## src/rtl/ram_arbiter_pkg.sv

```systemverilog
// Shared types for the unified-RAM arbiter: machine word, RAM handshake
// state and arbiter FSM state, plus a small request-decode helper.
package ram_arbiter_pkg;

    typedef logic [31:0] word_t;

    typedef enum logic [1:0] {
        FREE   = 2'b00,
        BUSY   = 2'b01,
        ACCESS = 2'b10,
        ERROR  = 2'b11
    } ramstate_t;

    typedef enum logic [1:0] {
        IDLE   = 2'b00,
        IGRANT = 2'b01,
        DGRANT = 2'b10
    } arb_state_t;

    // Width of the fetch-starvation counter (STARVE_MAX tops out at 15)
    localparam int STARVE_W = 4;

    localparam word_t WORD_ZERO = 32'h0000_0000;

    // A data access is pending when either strobe is raised
    function automatic logic data_req(input logic ren, input logic wen);
        return ren | wen;
    endfunction

endpackage

```

## src/rtl/ram_arbiter_if.sv

```systemverilog
// Bundle of every requester-side and RAM-side signal of the arbiter.
// The arb modport is the arbiter's view, tb is the surrounding logic's view.
interface ram_arbiter_if;
    import ram_arbiter_pkg::*;

    // instruction fetch side
    logic      iREN;
    word_t     iaddr;
    logic      iwait;
    word_t     iload;
    // data load/store side
    logic      dREN;
    logic      dWEN;
    word_t     daddr;
    word_t     dstore;
    logic      dwait;
    word_t     dload;
    // RAM side
    logic      ramREN;
    logic      ramWEN;
    word_t     ramaddr;
    word_t     ramstore;
    word_t     ramload;
    ramstate_t ramstate;
    logic      ram_err;

    modport arb (
        input  iREN, iaddr, dREN, dWEN, daddr, dstore, ramload, ramstate,
        output iwait, iload, dwait, dload, ramREN, ramWEN, ramaddr, ramstore, ram_err
    );

    modport tb (
        output iREN, iaddr, dREN, dWEN, daddr, dstore, ramload, ramstate,
        input  iwait, iload, dwait, dload, ramREN, ramWEN, ramaddr, ramstore, ram_err
    );

endinterface

```

## src/rtl/ram_arbiter_starve.sv

```systemverilog
// Saturating count of data grants that completed while a fetch was waiting.
// Clear wins over increment; sat_o flags that the fetch must go next.
module starve_counter
    import ram_arbiter_pkg::*;
#(
    parameter int unsigned MAX = 4
) (
    input  logic                CLK,
    input  logic                RST,
    input  logic                inc_i,
    input  logic                clr_i,
    output logic [STARVE_W-1:0] cnt_o,
    output logic                sat_o
);

    localparam logic [STARVE_W-1:0] MAX_C = STARVE_W'(MAX);

    logic [STARVE_W-1:0] cnt_q;
    logic [STARVE_W-1:0] cnt_d;

    // Next count: clear, saturating increment, or hold
    always_comb begin
        cnt_d = cnt_q;
        if (clr_i) begin
            cnt_d = {STARVE_W{1'b0}};
        end else if (inc_i && (cnt_q < MAX_C)) begin
            cnt_d = cnt_q + 4'd1;
        end else begin
            cnt_d = cnt_q;
        end
    end

    // Counter register, cleared asynchronously by RST
    always_ff @(posedge CLK or posedge RST) begin
        if (RST) begin
            cnt_q <= {STARVE_W{1'b0}};
        end else begin
            cnt_q <= cnt_d;
        end
    end

    assign cnt_o = cnt_q;
    assign sat_o = (cnt_q == MAX_C);

endmodule

```

## src/rtl/ram_arbiter.sv

```systemverilog
// Arbiter sharing one single-ported RAM between instruction fetch and
// data load/store. Data normally wins; after STARVE_MAX data grants with a
// fetch pending, the fetch is forced through. Every completion returns to
// IDLE for one cycle before the next grant.
module ram_arbiter
    import ram_arbiter_pkg::*;
#(
    parameter int unsigned STARVE_MAX = 4
) (
    input  logic        CLK,
    input  logic        RST,
    ram_arbiter_if.arb  bus
);

    arb_state_t          state_q;
    arb_state_t          state_d;
    logic                err_q;
    logic                err_d;
    logic                d_req_s;
    logic                i_done_s;
    logic                d_done_s;
    logic                starve_inc_s;
    logic                starve_clr_s;
    logic                starve_sat_s;
    logic [STARVE_W-1:0] starve_cnt_s;

    assign d_req_s = data_req(bus.dREN, bus.dWEN);

    // Starvation bookkeeping: data completions with a fetch waiting count up;
    // any fetch completion or a data completion with no fetch waiting resets
    assign starve_inc_s = d_done_s & bus.iREN;
    assign starve_clr_s = i_done_s | (d_done_s & ~bus.iREN);

    starve_counter #(
        .MAX (STARVE_MAX)
    ) u_starve (
        .CLK   (CLK),
        .RST   (RST),
        .inc_i (starve_inc_s),
        .clr_i (starve_clr_s),
        .cnt_o (starve_cnt_s),
        .sat_o (starve_sat_s)
    );

    // Grant-state register; reset abandons any grant in flight
    always_ff @(posedge CLK or posedge RST) begin
        if (RST) begin
            state_q <= IDLE;
        end else begin
            state_q <= state_d;
        end
    end

    // Next-state selection and combinational RAM/requester outputs
    always_comb begin
        state_d      = state_q;
        i_done_s     = 1'b0;
        d_done_s     = 1'b0;
        bus.iwait    = 1'b1;
        bus.dwait    = 1'b1;
        bus.iload    = WORD_ZERO;
        bus.dload    = WORD_ZERO;
        bus.ramREN   = 1'b0;
        bus.ramWEN   = 1'b0;
        bus.ramaddr  = WORD_ZERO;
        bus.ramstore = WORD_ZERO;
        case (state_q)
            IDLE: begin
                bus.iwait = bus.iREN;
                bus.dwait = d_req_s;
                if (bus.iREN && starve_sat_s) begin
                    state_d = IGRANT;
                end else if (d_req_s) begin
                    state_d = DGRANT;
                end else if (bus.iREN) begin
                    state_d = IGRANT;
                end else begin
                    state_d = IDLE;
                end
            end
            IGRANT: begin
                bus.ramREN  = 1'b1;
                bus.ramaddr = bus.iaddr;
                if (!bus.iREN) begin
                    // fetch withdrawn: drop the grant silently
                    state_d = IDLE;
                end else if (bus.ramstate == ACCESS) begin
                    bus.iwait = 1'b0;
                    bus.iload = bus.ramload;
                    i_done_s  = 1'b1;
                    state_d   = IDLE;
                end else begin
                    // FREE/BUSY wait, ERROR reissues the same request
                    state_d = IGRANT;
                end
            end
            DGRANT: begin
                // a simultaneous read and write request is performed as a write
                bus.ramREN   = bus.dREN & ~bus.dWEN;
                bus.ramWEN   = bus.dWEN;
                bus.ramaddr  = bus.daddr;
                bus.ramstore = bus.dstore;
                if (!d_req_s) begin
                    state_d = IDLE;
                end else if (bus.ramstate == ACCESS) begin
                    bus.dwait = 1'b0;
                    bus.dload = bus.ramload;
                    d_done_s  = 1'b1;
                    state_d   = IDLE;
                end else begin
                    state_d = DGRANT;
                end
            end
            default: begin
                state_d = IDLE;
            end
        endcase
    end

    // Error flag is sticky: any ERROR answer to a grant latches it
    always_comb begin
        err_d = err_q;
        if ((state_q != IDLE) && (bus.ramstate == ERROR)) begin
            err_d = 1'b1;
        end else begin
            err_d = err_q;
        end
    end

    // Sticky error register, cleared only by RST
    always_ff @(posedge CLK or posedge RST) begin
        if (RST) begin
            err_q <= 1'b0;
        end else begin
            err_q <= err_d;
        end
    end

    assign bus.ram_err = err_q;

endmodule

```

## src/flat_wrapper.sv

```systemverilog
// flat-port wrapper written by rule: the top's interface ports become plain ports
module ram_arbiter_flat import ram_arbiter_pkg::*;
#(
    parameter int unsigned STARVE_MAX = 4
)
  (CLK, RST, bus_iREN, bus_iaddr, bus_dREN, bus_dWEN, bus_daddr, bus_dstore, bus_ramload, bus_ramstate, bus_iwait, bus_iload, bus_dwait, bus_dload, bus_ramREN, bus_ramWEN, bus_ramaddr, bus_ramstore, bus_ram_err);
  ram_arbiter_if bus_i ();
  input  logic CLK;
  input  logic RST;
  input wire logic [$bits(bus_i.iREN)-1:0] bus_iREN;
  input wire logic [$bits(bus_i.iaddr)-1:0] bus_iaddr;
  input wire logic [$bits(bus_i.dREN)-1:0] bus_dREN;
  input wire logic [$bits(bus_i.dWEN)-1:0] bus_dWEN;
  input wire logic [$bits(bus_i.daddr)-1:0] bus_daddr;
  input wire logic [$bits(bus_i.dstore)-1:0] bus_dstore;
  input wire logic [$bits(bus_i.ramload)-1:0] bus_ramload;
  input wire logic [$bits(bus_i.ramstate)-1:0] bus_ramstate;
  output wire logic [$bits(bus_i.iwait)-1:0] bus_iwait;
  output wire logic [$bits(bus_i.iload)-1:0] bus_iload;
  output wire logic [$bits(bus_i.dwait)-1:0] bus_dwait;
  output wire logic [$bits(bus_i.dload)-1:0] bus_dload;
  output wire logic [$bits(bus_i.ramREN)-1:0] bus_ramREN;
  output wire logic [$bits(bus_i.ramWEN)-1:0] bus_ramWEN;
  output wire logic [$bits(bus_i.ramaddr)-1:0] bus_ramaddr;
  output wire logic [$bits(bus_i.ramstore)-1:0] bus_ramstore;
  output wire logic [$bits(bus_i.ram_err)-1:0] bus_ram_err;
  assign bus_i.iREN = bus_iREN;
  assign bus_i.iaddr = bus_iaddr;
  assign bus_i.dREN = bus_dREN;
  assign bus_i.dWEN = bus_dWEN;
  assign bus_i.daddr = bus_daddr;
  assign bus_i.dstore = bus_dstore;
  assign bus_i.ramload = bus_ramload;
  assign bus_i.ramstate = bus_ramstate;
  assign bus_iwait = bus_i.iwait;
  assign bus_iload = bus_i.iload;
  assign bus_dwait = bus_i.dwait;
  assign bus_dload = bus_i.dload;
  assign bus_ramREN = bus_i.ramREN;
  assign bus_ramWEN = bus_i.ramWEN;
  assign bus_ramaddr = bus_i.ramaddr;
  assign bus_ramstore = bus_i.ramstore;
  assign bus_ram_err = bus_i.ram_err;
  ram_arbiter #(.STARVE_MAX(STARVE_MAX)) u_core (.CLK(CLK), .RST(RST), .bus(bus_i));
endmodule
```

## config.mk

```make
export PLATFORM = sky130hd
export DESIGN_NAME = ram_arbiter_flat
export DESIGN_NICKNAME = d
export VERILOG_FILES = /design/src/rtl/ram_arbiter_pkg.sv /design/src/rtl/ram_arbiter_if.sv /design/src/rtl/ram_arbiter_starve.sv /design/src/rtl/ram_arbiter.sv /design/src/flat_wrapper.sv
export SDC_FILE = /design/constraint.sdc
export NUM_CORES = 1
export LEC_CHECK = 0
export BUFFER_PORTS_ARGS = -buffer_cell sky130_fd_sc_hd__buf_2
export CAP_MARGIN = 5
export CELL_PAD_IN_SITES_DETAIL_PLACEMENT = 0
export CELL_PAD_IN_SITES_GLOBAL_PLACEMENT = 1
export CORE_UTILIZATION = 16
export CTS_CLUSTER_SIZE = 40
export DETAILED_ROUTE_END_ITERATION = 10
export GPL_TIMING_DRIVEN = 0
export HOLD_SLACK_MARGIN = 0.06
export MAX_ROUTING_LAYER = met4
export PLACE_DENSITY = 0.92
export RECOVER_POWER = 25
export SYNTH_ARGS = -nofsm -noshare
export SYNTH_HDL_FRONTEND = slang
export SYNTH_SLANG_ARGS = --single-unit
```

## constraint.sdc

```tcl
create_clock -name CLK -period 2.4 [get_ports CLK]
set_clock_uncertainty 0.15 [all_clocks]
set_input_delay 0.48 -clock CLK [delete_from_list [all_inputs] [get_ports CLK]]
set_output_delay 0.48 -clock CLK [all_outputs]
set_load 0.1 [all_outputs]
```

==> results of run 1 <==
how the worst min path moves through the flow:
| stage | end | slack, ns |
|---|---|---|
| finish | u_core.bus.ram_err | 0.34 |
| global route | u_core.bus.ram_err | 0.36 |
| CTS | u_core.bus.ram_err | 0.35 |
| detailed placement | u_core.state_q[0] | 0.28 |
| global placement | u_core.state_q[0] | 0.27 |
| floorplan | u_core.bus.ram_err | 0.13 |
power breakdown:
group | switching (mW) | leakage [nW] | internal [mW] | total (mW)
Clock | 0.0532 | 0.0228 | 0.115 | 0.168
Combinational | 4.07 | 2.52 | 2.05 | 6.12
Sequential | 0.0585 | 0.0821 | 0.161 | 0.220
area by class of cell:
class                      count  area (sq um)  share of cell area
multi-input combinational    204          1930               0.344
inverter                       7          26.3             0.00469
tap                          133           166              0.0297
buffer                        20           183              0.0326
timing repair buffer         288          3080               0.549
antenna                        1          2.50            0.000447
clock buffer                   4          45.0             0.00804
sequential                     7           175              0.0313
sequential cells by signal, indices dropped and copies added (netlist names):
name	flops
u_core.state_q	2
u_core.bus.ram_err	1
u_core.u_starve.cnt_o	4
layer usage:
metal	up-vias	share of wire	routed length, um
met5	-	0	0
met4	0	0.025	279
met3	24	0.062	684
met2	176	0.57	6240
met1	1357	0.35	3830
li1	1378	-	-
synthesized netlist by cell type:
cell type,instances
clkbuf_1,6
dfrtp_1,7
o21ai_0,1
a31o_2,1
or2_1,1
o21a_1,1
nor3b_1,2
nand2_1,4
nor3_1,5
o21ai_4,1
clkbuf_2,1
nor2_4,2
o31ai_2,1
buf_2,15
nand4_1,2
o21bai_1,1
inv_1,7
ha_1,6
nor2_1,6
and2_1,97
or3_1,1
nor2b_1,32
nand2b_1,1
buf_4,1
o211ai_1,1
a31oi_1,3
a22oi_1,35
critical path: stages (launching register included):
cell and delay (ns):
dfrtp_1 0.39, buf_4 0.16, ha_4 0.17, buf_4 0.13, buf_4 0.18, a22oi_2 0.23
nor2b_4 0.07, buf_12 0.17
per-stage QoR:
step / setup WS (ns) / area, sq um / setup TNS, ns / hold WS (ns) / power (mW)
floorplan: -0.121 / 1990 / -0.702 / 0.133 / 4.39
global placement: -0.279 / 3490 / -14.38 / 0.271 / 5.04
detailed placement: -0.327 / 3490 / -19.86 / 0.282 / 5.09
CTS: -0.0569 / 5290 / -0.812 / 0.346 / 6.17
global route: -0.0406 / 5600 / -0.936 / 0.363 / 6.72
finish: 0.0329 / 5600 / 0 / 0.337 / 6.51
logic make-up (layout without fill, tap and decap cells):
kind of cell / after synthesis / count (layout)
adder cells (fa/ha/maj): 6 / 6
buffers and inverters: 30 / 319
AO/OA/AOI/OAI: 45 / 45
other: 0 / 1
AND/OR/NAND/NOR: 153 / 153
flip-flops: 7 / 7
repair_timing:
item	CTS	global route
setup buffers	13	3
gates cloned	3	2
pin swaps	8	6
gates resized for setup	490	71
hold buffers	1	0
setup endpoints to repair	132	132
endpoints found under the hold margin	7	0
==> results.sh, run 1 <==
export IMPL_status="finished, final reports clean"
export IMPL_min_path_cells=1
export IMPL_die_w_um=104
export IMPL_io_pins=268
export IMPL_vias=2935
export IMPL_root_buffer="clkbuf_8"
export IMPL_hpwl_um=6890
export IMPL_cts_htree_levels=1
export IMPL_finalCriticalPeriod_ns=2.37
export IMPL_synth_top_family_by_area="simple AND/OR/NAND/NOR gates"
export IMPL_cts_sinks=7
export IMPL_grt_ovfl_total=0
export IMPL_numCtsBuffers=3
export IMPL_crit_arrival_ns=1.74
export IMPL_port_buffers=266
export IMPL_drv_slew=0
export IMPL_ys_ff_latch=7
export IMPL_criticalPathCategory="flop to output port"
export IMPL_place_gp_congestion=0.878
export IMPL_yosys_top_cells_area="and2_1 36%, a22oi_1 16%, nor2b_1 12%, dfrtp_1 10%, buf_2 4.5%"
export IMPL_instances_no_fill=664
export IMPL_cp_required_ns=1.77
export IMPL_use_met1=0.182
export IMPL_via_per_inst=4.42
export IMPL_max_cap_viol_count=0
export IMPL_dieHeight_um=104
export IMPL_startpoint_type="flop"
export IMPL_p_per_area_nw_per_um2=1160
export IMPL_clkLatencyLatePin_ns=0.23
export IMPL_hold_class="flop to flop"
export IMPL_utilization=0.563
export IMPL_grt_busiest_layer="met2"
export IMPL_clk_path_buf_depth=2
export IMPL_final_cell_mix="136 x buf_2, 77 x buf_12, 62 x and2_4"
export IMPL_critPathMaxFanout=10
export IMPL_worst_slew_pin_slew_ns=0.529
export IMPL_syn_area_sq_um=1670
export IMPL_wire_per_inst_um=16.6
export IMPL_layout_commonest_cell="buf_2"
export IMPL_grt_pass1_wl_um=15900
export IMPL_synth_top_area_cell="and2_1"
export IMPL_syn_inst=241
export IMPL_ys_seq_area_frac=0.105
export IMPL_fin_crit_sh=0.986
export IMPL_relSlewSlack=0.650
export IMPL_totalWireLength_um=11000
export IMPL_start_util=0.168
export IMPL_gr_usage_all_layers=0.189
export IMPL_syn_nets=382
export IMPL_cts_tree="built"
export IMPL_synthAdderAreaFrac=0.0449
export IMPL_synth_compound_area_share=0.207
export IMPL_clk_pin_slew_ns=0.04
export IMPL_leakagePower_nw=2.62
export IMPL_dr_pass1_iters=4
export IMPL_use_met3=0.0345
export IMPL_core_area_sq_um=9950
export IMPL_drt_iter0_markers=139
export IMPL_min_delay_start="u_core.bus.ram_err"
export IMPL_rr_worst_depth=8
export IMPL_yosys_area_share_simple=0.561
export IMPL_crit_path_end_kind="output port"
export IMPL_synth_top_area_frac=0.363
export IMPL_area_delta_synth_final_pct=235
export IMPL_rr_startpoint="u_core.state_q[0]"
export IMPL_met2_usage=0.376
export IMPL_fillers=769
export IMPL_r2r_slack_ns=0.75
export IMPL_synth_xor_xnor_area_share=0
export IMPL_timing_fmax_mhz=422
export IMPL_first_global_vias=3106
export IMPL_synth_distinct_cells=27
export IMPL_startpoint="u_core.state_q[0]"
export IMPL_ir_worst_vdd_mv=1.13
export IMPL_drive_gt1_frac=0.868
export IMPL_avgSynthCellArea_sq_um=6.94
export IMPL_rsz0062_at_grt="yes"
export IMPL_crit_end="bus_ramaddr[12]"
export IMPL_grt_max_degree=11
export IMPL_rows=36
export IMPL_layout_nets=672
export IMPL_drcViolationCount=0
export IMPL_setup_viol=0
export IMPL_dp_cells=640
export IMPL_ys_warn_count=0
export IMPL_fp_dieArea_sq_um=10900
export IMPL_ant_nets=0
export IMPL_synth_mux_area_frac=0
export IMPL_hold_viol_final=0
export IMPL_r2r_end="u_core.u_starve.cnt_o[1]"
export IMPL_antenna_found_initial=1
Note: power is estimated with default switching activity, not from simulation.
==> run 2: changes to the inputs <==
--- a/config.mk
+++ b/config.mk
@@ -5,17 +5,18 @@
 export SDC_FILE = /design/constraint.sdc
 export NUM_CORES = 1
 export LEC_CHECK = 0
+export ABC_AREA = 1
 export BUFFER_PORTS_ARGS = -buffer_cell sky130_fd_sc_hd__buf_2
 export CAP_MARGIN = 5
 export CELL_PAD_IN_SITES_DETAIL_PLACEMENT = 0
 export CELL_PAD_IN_SITES_GLOBAL_PLACEMENT = 1
-export CORE_UTILIZATION = 16
+export CORE_UTILIZATION = 15
 export CTS_CLUSTER_SIZE = 40
 export DETAILED_ROUTE_END_ITERATION = 10
 export GPL_TIMING_DRIVEN = 0
 export HOLD_SLACK_MARGIN = 0.06
 export MAX_ROUTING_LAYER = met4
-export PLACE_DENSITY = 0.92
+export PLACE_DENSITY = 0.94
 export RECOVER_POWER = 25
 export SYNTH_ARGS = -nofsm -noshare
 export SYNTH_HDL_FRONTEND = slang
==> run 2 against run 1 <==
The flow now finishes with violations (negative setup slack). Cell count up 16%. First-iteration DRC count up 33%. Non-clock buffer count down 8. Clock-buffer cell count unchanged. Global-route usage down 1.3 points. Setup slack worse by 0.039 ns. Total power up 5.2%. Hold slack worse by 0.017 ns. Via count up 8.9%. Synthesized area down 0.30%. Combinational power up 5.7%.
==> results.sh, run 2 <==
export IMPL_status="complete, but fails checks"
export IMPL_violations="negative setup slack"
export IMPL_finalCriticalPeriod_ns=2.41
export IMPL_crit_arrival_ns=1.78
export IMPL_io_pins=268
export IMPL_hold_viol_final=0
export IMPL_drt_iter0_markers=185
export IMPL_antenna_found_initial=0
export IMPL_ir_worst_vdd_mv=0.750
export IMPL_largest_reg_flops=4
export IMPL_place_ws_ns=-0.215
export IMPL_drcViolationCount=0
export IMPL_syn_area_sq_um=1670
export IMPL_start_util=0.154
export IMPL_timing_hold_ws_ns=0.321
export IMPL_critPathMaxFanout=6
export IMPL_layout_nets=775
export IMPL_criticalPathCategory="flop to output port"
export IMPL_use_met3=0.0272
export IMPL_hold_class="flop to flop"
export IMPL_ys_ff_latch=7
export IMPL_fin_crit_sh=1.00
export IMPL_synth_mux_area_frac=0
export IMPL_dr_pass1_iters=4
export IMPL_synth_top_family_by_area="simple AND/OR/NAND/NOR gates"
export IMPL_clkLatencyLatePin_ns=0.23
export IMPL_avgSynthCellArea_sq_um=4.78
export IMPL_place_area_sq_um=3980
export IMPL_synthAdderAreaFrac=0.0450
export IMPL_layout_commonest_cell="buf_2"
export IMPL_cts_sinks=7
export IMPL_worst_slew_pin_slew_ns=0.493
export IMPL_grt_busiest_layer="met2"
export IMPL_netlist_top_cells_count="107 x nand2_1, 81 x inv_1, 61 x nor2_1"
export IMPL_syn_nets=490
export IMPL_synthArstFlopShare=1.00
export IMPL_wire_per_inst_um=13.9
export IMPL_utilization=0.524
export IMPL_crit_path_end_kind="output port"
export IMPL_die_w_um=107
export IMPL_dieHeight_um=107
export IMPL_synth_compound_area_share=0.130
export IMPL_vias=3197
export IMPL_yosys_area_share_simple=0.464
export IMPL_via_per_inst=4.14
export IMPL_relSlewSlack=0.673
export IMPL_ant_nets=0
export IMPL_clk_pin_slew_ns=0.05
export IMPL_totalWireLength_um=10700
export IMPL_hpwl_um=7050
export IMPL_synth_top_area_cell="nand2_1"
export IMPL_numCtsBuffers=3
export IMPL_gr_usage_all_layers=0.176
export IMPL_final_cell_mix="138 x buf_2, 106 x nand2_1, 77 x inv_1"
export IMPL_synthFlopType="dfrtp_1"
export IMPL_ys_warn_count=0
export IMPL_met2_usage=0.367
export IMPL_total_power_mw=6.85
export IMPL_synth_xor_xnor_area_share=0
export IMPL_drive_gt1_frac=0.656
export IMPL_grt_ovfl_total=0
export IMPL_cts_htree_levels=1
export IMPL_setup_viol=2
export IMPL_fin_ws_ns=-0.00628
export IMPL_area_delta_synth_final_pct=241
export IMPL_p_per_area_nw_per_um2=1200
export IMPL_syn_inst=349
export IMPL_timing_fmax_mhz=416
export IMPL_synth_edf_count=0
export IMPL_use_met1=0.164
export IMPL_ys_seq_area_frac=0.105
export IMPL_cp_required_ns=1.77
export IMPL_first_global_vias=3238
export IMPL_core_area_sq_um=10800
export IMPL_synth_distinct_cells=19
export IMPL_root_buffer="clkbuf_8"
export IMPL_max_cap_viol_count=0
export IMPL_place_gp_congestion=0.796
export IMPL_leakagePower_nw=2.81
export IMPL_synth_top_area_frac=0.241
export IMPL_grt_pass1_wl_um=15600
export IMPL_drv_slew=0
export IMPL_yosys_top_cells_area="nand2_1 24%, inv_1 18%, nor2_1 14%, a21oi_1 11%, dfrtp_1 11%"
export IMPL_grt_max_degree=11
export IMPL_num_antenna_cells=0
export IMPL_rsz0062_at_grt="yes"
export IMPL_fp_dieArea_sq_um=11500
export IMPL_rows=38
export IMPL_port_buffers=267
export IMPL_cts_tree="built"
export IMPL_synth_most_common_cell="nand2_1"
export IMPL_startpoint_type="flop"
export IMPL_final_cell_area_sq_um=5680
export IMPL_clk_path_buf_depth=2
[run 2: changes by cell type after synthesis, sizes merged, moves of 6 or more]
cell and delta:
nand2 +105, a22oi -35, nor2 +65, and2 -97, nor2b -32, inv +76, a21oi +36, nand3 +6
[run 2: final cells by class]
cell class,count,area (sq um)
fillers,957,5160
inverters,83,324
multi-input cells,239,1930
clock buffers,4,45.0
plain buffers,20,244
repair buffers,280,2790
well taps,140,175
flip-flops and latches,7,176
[run 2: kinds of logic (layout without fill, tap and decap cells)]
logic type / count (synthesis) / in the layout
adder cells (fa/ha/maj): 6 / 6
buffers and inverters: 104 / 387
AO/OA/AOI/OAI: 42 / 42
AND/OR/NAND/NOR: 190 / 191
flip-flops: 7 / 7
[run 2: timing repair]
item,4_1_cts,5_1_grt
cloned,2,3
gates resized for setup,385,50
pin swaps,0,10
setup endpoints to repair,132,129
endpoints found under the hold margin,7,0
buffers inserted,3,5
hold buffers,1,0
[run 2: final timing paths]
path	endpoint	slack [ns]	from	cells after the start
worst min register to register	u_core.bus.ram_err	0.32	u_core.bus.ram_err	1
min in group asynchronous	u_core.u_starve.cnt_o[0]	0.58	RST	3
worst max-delay path	bus_dload[18]	-0.006	u_core.state_q[1]	9
worst min-delay path	u_core.bus.ram_err	0.32	u_core.bus.ram_err	1
worst max register to register	u_core.u_starve.cnt_o[1]	0.78	u_core.state_q[1]	10
max in group asynchronous	u_core.state_q[0]	1.26	RST	3
[run 2: report_power, final]
group | switching [mW] | internal (mW)
clock network | 0.0569 | 0.115
registers | 0.0390 | 0.162
logic | 4.82 | 1.66
[run 2: worst max-delay path, cell delays in order (launching register included)]
cell and delay, ns:
dfrtp_1 0.39, buf_6 0.12, ha_4 0.11, buf_6 0.11, inv_4 0.04, nor2_4 0.13, clkinv_4 0.13, buf_12 0.17
nor2_4 0.14, buf_12 0.19
[run 2: layer usage]
| layer | routed length [um] | up-vias | part of all wire |
|---|---|---|---|
| met2 | 6380 | 143 | 0.60 |
| met4 | 225 | 0 | 0.021 |
| li1 | - | 1573 | - |
| met3 | 629 | 16 | 0.059 |
| met5 | 0 | - | 0 |
| met1 | 3480 | 1465 | 0.32 |
[run 2: per-stage QoR]
stage                     setup TNS [ns]  std cells
after floorplan                   -0.863        349
after global placement             -9.97        756
after detailed placement          -11.20        756
after CTS                        -0.0238        766
after global routing               -1.69        773
final                           -0.00876        773
